--- config.mk ---
export PLATFORM = sky130hd
export DESIGN_NAME = vga_timing_gen
export DESIGN_NICKNAME = d
export VERILOG_FILES = /design/src/rtl/vga_pkg.sv /design/src/rtl/vga_pix_div.sv /design/src/rtl/vga_timing_gen.sv
export SDC_FILE = /design/constraint.sdc
export NUM_CORES = 1
export LEC_CHECK = 0
export BUFFER_PORTS_ARGS = -buffer_cell sky130_fd_sc_hd__buf_2
export CAP_MARGIN = 25
export CORE_UTILIZATION = 48
export CTS_CLUSTER_SIZE = 14
export DETAILED_ROUTE_END_ITERATION = 16
export PLACE_DENSITY = 0.82
export SETUP_SLACK_MARGIN = 0.02
export SLEW_MARGIN = 20
export SYNTH_ARGS = -nofsm -noshare
export SYNTH_HDL_FRONTEND = slang
export SYNTH_SLANG_ARGS = --single-unit
--- constraint.sdc ---
create_clock -name clk -period 2 [get_ports clk]
set_input_delay 0.3 -clock clk [delete_from_list [all_inputs] [get_ports clk]]
set_output_delay 0.3 -clock clk [all_outputs]
set_load 0.01 [all_outputs]
--- src/rtl/vga_pkg.sv ---
// Shared VGA timing constants (640x480 @ 60 Hz defaults).
// Imported by the timing generator and by the pixel generator so both
// agree on the active area and the line/frame totals.
package vga_pkg;

  localparam int DEF_CLK_DIV  = 2;

  localparam int DEF_H_ACTIVE = 640;
  localparam int DEF_H_FP     = 16;
  localparam int DEF_H_SYNC   = 96;
  localparam int DEF_H_BP     = 48;

  localparam int DEF_V_ACTIVE = 480;
  localparam int DEF_V_FP     = 10;
  localparam int DEF_V_SYNC   = 2;
  localparam int DEF_V_BP     = 33;

  localparam int DEF_H_TOTAL  = DEF_H_ACTIVE + DEF_H_FP + DEF_H_SYNC + DEF_H_BP;
  localparam int DEF_V_TOTAL  = DEF_V_ACTIVE + DEF_V_FP + DEF_V_SYNC + DEF_V_BP;

  // Width of a divider counter able to hold 0..div-1 (at least one bit).
  function automatic int div_width(input int div);
    return (div > 1) ? $clog2(div) : 1;
  endfunction

endpackage

--- src/rtl/vga_pix_div.sv ---
// Pixel clock divider.
// Ports:
//   clk     - system clock
//   rst     - synchronous active-high reset
//   pix_en  - one-clk strobe on the last system clock of each pixel
//   vga_clk - registered pixel clock for the DAC (high in the upper half
//             of the divider count)
module vga_pix_div
  import vga_pkg::*;
#(
  parameter int CLK_DIV = DEF_CLK_DIV
) (
  input  logic clk,
  input  logic rst,
  output logic pix_en,
  output logic vga_clk
);

  localparam int DIV_W = div_width(CLK_DIV);
  localparam logic [DIV_W-1:0] DIV_MAX  = DIV_W'(CLK_DIV - 1);
  localparam logic [DIV_W-1:0] DIV_HALF = DIV_W'(CLK_DIV / 2);

  logic [DIV_W-1:0] div;

  assign pix_en = (div == DIV_MAX);

  always_ff @(posedge clk) begin
    if (rst) begin
      div     <= '0;
      vga_clk <= 1'b0;
    end else begin
      div     <= (div == DIV_MAX) ? '0 : div + 1'b1;
      vga_clk <= (div >= DIV_HALF);
    end
  end

endmodule

--- src/rtl/vga_timing_gen.sv ---
// VGA timing generator.
// Stage 0 holds the pixel divider and the horizontal/vertical counters,
// whose values are presented directly on x/y to the pixel generator.
// The output stage registers syncs, blanking and colour once per pixel,
// so everything sent to the DAC lags x/y by exactly one pixel.
// Ports:
//   clk, rst              - system clock, synchronous active-high reset
//   x, y                  - current pixel column / line
//   r_in, g_in, b_in      - colour for the current (x, y)
//   pix_en                - one-clk pixel strobe
//   vga_clk               - DAC pixel clock
//   hsync_n, vsync_n      - active-low syncs
//   blank_n               - low outside the active area
//   sync_n                - composite sync, tied low
//   r, g, b               - registered colour to the DAC
//   frame_start           - one-clk pulse at frame wrap
module vga_timing_gen
  import vga_pkg::*;
#(
  parameter int CLK_DIV  = DEF_CLK_DIV,
  parameter int H_ACTIVE = DEF_H_ACTIVE,
  parameter int H_FP     = DEF_H_FP,
  parameter int H_SYNC   = DEF_H_SYNC,
  parameter int H_BP     = DEF_H_BP,
  parameter int V_ACTIVE = DEF_V_ACTIVE,
  parameter int V_FP     = DEF_V_FP,
  parameter int V_SYNC   = DEF_V_SYNC,
  parameter int V_BP     = DEF_V_BP
) (
  input  logic       clk,
  input  logic       rst,
  output logic [9:0] x,
  output logic [9:0] y,
  input  logic [7:0] r_in,
  input  logic [7:0] g_in,
  input  logic [7:0] b_in,
  output logic       pix_en,
  output logic       vga_clk,
  output logic       hsync_n,
  output logic       vsync_n,
  output logic       blank_n,
  output logic       sync_n,
  output logic [7:0] r,
  output logic [7:0] g,
  output logic [7:0] b,
  output logic       frame_start
);

  localparam int H_TOTAL = H_ACTIVE + H_FP + H_SYNC + H_BP;
  localparam int V_TOTAL = V_ACTIVE + V_FP + V_SYNC + V_BP;

  localparam logic [9:0] H_LAST   = 10'(H_TOTAL - 1);
  localparam logic [9:0] V_LAST   = 10'(V_TOTAL - 1);
  localparam logic [9:0] H_ACT    = 10'(H_ACTIVE);
  localparam logic [9:0] V_ACT    = 10'(V_ACTIVE);
  localparam logic [9:0] HS_START = 10'(H_ACTIVE + H_FP);
  localparam logic [9:0] HS_END   = 10'(H_ACTIVE + H_FP + H_SYNC);
  localparam logic [9:0] VS_START = 10'(V_ACTIVE + V_FP);
  localparam logic [9:0] VS_END   = 10'(V_ACTIVE + V_FP + V_SYNC);

  logic [9:0] hcnt;
  logic [9:0] vcnt;
  logic       h_last;
  logic       v_last;
  logic       active;
  logic       hs_zone;
  logic       vs_zone;

  vga_pix_div #(
    .CLK_DIV (CLK_DIV)
  ) u_pix_div (
    .clk     (clk),
    .rst     (rst),
    .pix_en  (pix_en),
    .vga_clk (vga_clk)
  );

  assign h_last  = (hcnt == H_LAST);
  assign v_last  = (vcnt == V_LAST);
  assign active  = (hcnt < H_ACT) && (vcnt < V_ACT);
  assign hs_zone = (hcnt >= HS_START) && (hcnt < HS_END);
  assign vs_zone = (vcnt >= VS_START) && (vcnt < VS_END);

  assign x      = hcnt;
  assign y      = vcnt;
  assign sync_n = 1'b0;

  // Raster counters: the line counter only moves on the last pixel of a line.
  always_ff @(posedge clk) begin
    if (rst) begin
      hcnt <= '0;
      vcnt <= '0;
    end else if (pix_en) begin
      if (h_last) begin
        hcnt <= '0;
        vcnt <= v_last ? '0 : vcnt + 10'd1;
      end else begin
        hcnt <= hcnt + 10'd1;
      end
    end
  end

  // Output stage: samples this pixel's stage-0 decode and holds it for the
  // whole next pixel. frame_start is cleared every clk so that it stays a
  // single-clk pulse even though the rest of the stage holds for CLK_DIV clks.
  always_ff @(posedge clk) begin
    if (rst) begin
      hsync_n     <= 1'b1;
      vsync_n     <= 1'b1;
      blank_n     <= 1'b0;
      r           <= 8'h00;
      g           <= 8'h00;
      b           <= 8'h00;
      frame_start <= 1'b0;
    end else begin
      frame_start <= 1'b0;
      if (pix_en) begin
        hsync_n     <= !hs_zone;
        vsync_n     <= !vs_zone;
        blank_n     <= active;
        r           <= active ? r_in : 8'h00;
        g           <= active ? g_in : 8'h00;
        b           <= active ? b_in : 8'h00;
        frame_start <= h_last && v_last;
      end
    end
  end

endmodule
==> metrics.yaml <==
synthTopCellsByArea: "dfxtp_1 (51%), a22o_1 (11%), nor2_1 (3.0%)"
cts_resized: 0
clk_pin_slew_ps: 90
clk_latency_ps: 300
async_reset_ff_frac: 0
final-seq-area_um2: 1001
fmax_mhz: 547.4
arrival_ps: 2070
portBuffers: 75
synthCells: 191
wl_um: 4412
post-route-min-period_ps: 1827
initial_core_util: 0.5194
finalClockSkew_ps: 9.333
fillers: 314
status: "complete, no violations"
cts_tree: "done"
synth_flop_cell: "dfxtp_1"
leakagePower_nw: 1.120
cts_buffers: 5
layout_commonest_cell: "buf_2"
slew_violations: 0
powerDensity_nw_per_um2: 765.6
grt-ovfl-total: 0
via_count: 1741
synth_top_area_frac: 0.5073
fin_hold_ws_ps: 211.7
critPathKind: "reg -> reg"
dp_hpwl_um: 3176
die_w_um: 66.12
cap_violations: 0
r2r_cells: 5
wl_per_cell_um: 13.83
final_nets: 300
antenna_found_initial: 0
hold_path.class: "in -> reg"
gp_congestion: 0.8686
drc: 0
diodes: 0
post_synth.cell_area_avg_um2: 10.33
die_h_um: 66.12
slew_headroom: 0.4011
multi_input_comb_area_um2: 898.4
r2r_start: "x[1]"
core_area_um2: 3799
hold_viol: 0
finalSetupTns_ps: 0
initialDrtViolationCount: 96
start_kind: "register"
area_growth_pct: 27.52
clock-sinks: 50
syn_area_um2: 1973
grt_usage: 0.1999
first_global_vias: 1390
drtAntennaViolNets: 0
yosysWarnings: 0
required_ps: 2240
synth_seq_area_share: 0.5073
setup_viol: 0
firstDrtPassIters: 4
synth_edf_count: 0
min_from: "g_in[4]"
critical_path_peak_fanout: 6
clock_path_buffers: 2
ys_ff_latch: 50
drive_gt1_frac: 0.3542
final_util: 0.6624
synth_fp_nets: 221
hold_end: "g[4]"
die-area_um2: 4371
rsz0062_at_grt: "false"
min_period_over_period: 0.9134
root_buffer: "clkbuf_8"
reg2reg_to: "y[8]"
io_pins: 77
placementRows: 22
grt_pass1_wl_um: 6658
grt_max_degree: 26
synth.distinct_cells: 44
viasPerCell: 5.458
htree_levels: 2
layout_common_cells: "buf_2 (75), dfxtp_1 (50), a22o_1 (24)"
peakVddDrop_uv: 550.7
synth_largest_area_cell: "dfxtp_1"
max_slew.worst_pin.slew_ps: 897.6
regToRegSetupSlack_ps: 170
holdPathStages: 2
cp-end-kind: "register"
==> how the worst max path moves through the flow <==
stage	from	endpoint	cells past startpoint
floorplan	x[0]	y[6]	5
global placement	x[1]	y[8]	5
detailed placement	x[1]	y[8]	5
CTS	x[1]	y[8]	5
global route	x[1]	y[8]	5
finish	x[1]	y[8]	5
==> layout make-up <==
cell class                      count  share of cell area
Clock buffer                        5             0.02735
Clock inverter                      3             0.01790
Inverter                            4            0.005967
Multi-Input combinational cell    127              0.3570
Sequential cell                    50              0.3978
Tap cell                           48             0.02387
Timing Repair Buffer               82              0.1701
==> layer usage <==
metal  share of wire  GRT usage
met3           0.048    0.03966
met1            0.47     0.2745
met5               0          0
met2            0.46     0.3061
met4           0.017    0.07713
==> synthesized netlist by cell type (2+ instances only) <==
cell	instances
dfxtp_1	50
a22o_1	24
nor2_1	16
nand2_1	9
nand4_1	7
a21oi_1	6
nand3_1	6
xnor2_1	6
xor2_1	6
nor3_1	5
buf_4	4
clkbuf_1	4
ha_1	4
inv_1	4
o21ai_0	3
and4b_1	2
nand2b_1	2
nand3b_1	2
nand4b_1	2
nor4_1	2
o31ai_1	2
o41ai_1	2
or4_1	2
==> logic make-up after synthesis <==
logic type | synth area share
buffers and inverters | 0.03867
adder cells (fa/ha/maj) | 0.02537
other | 0.001901
multiplexers | 0.005073
XOR/XNOR | 0.05327
AO/OA/AOI/OAI | 0.1680
AND/OR/NAND/NOR | 0.2004
flip-flops | 0.5073
==> per-stage QoR <==
step	instances	power, W	setup slack, ps	cell area, µm²
after global routing	319	0.001990	49.09	2516
final	319	0.001926	173.2	2516
after floorplan	191	0.001163	206.9	1973
after CTS	318	0.001932	125.6	2509
after global placement	310	0.001238	178.6	2395
after detailed placement	310	0.001242	131.3	2395
==> registers in the layout (all words and copies together) (netlist names) <==
signal             count
u_pix_div.pix_en       1
u_pix_div.vga_clk      1
vsync_n                1
blank_n                1
y                     10
frame_start            1
g                      8
r                      8
b                      8
x                     10
hsync_n                1
==> power breakdown <==
| part | leakage, nW | total, W | internal (W) | switching, W |
|---|---|---|---|---|
| Clock | 0.0504 | 0.000709 | 0.000372 | 0.000336 |
| Combinational | 0.662 | 0.000164 | 0.0000801 | 0.0000839 |
| Sequential | 0.408 | 0.00105 | 0.00103 | 0.0000211 |
| Total | 1.12 | 0.00193 | 0.00149 | 0.000441 |
==> worst max-delay path, stage by stage (launching register included) <==
cell and delay, ps:
dfxtp_1 430, ha_1 220, and4b_1 290, nand4_1 220, or4_1 460, a21oi_1 150
==> timing repair <==
action                                  in CTS  in global routing
buffers inserted                             0                  1
hold buffers                                 0                  0
hold endpoints to repair                     0                  0
endpoints found under the setup margin       0                  1
Note: power is estimated with default switching activity, not from simulation.
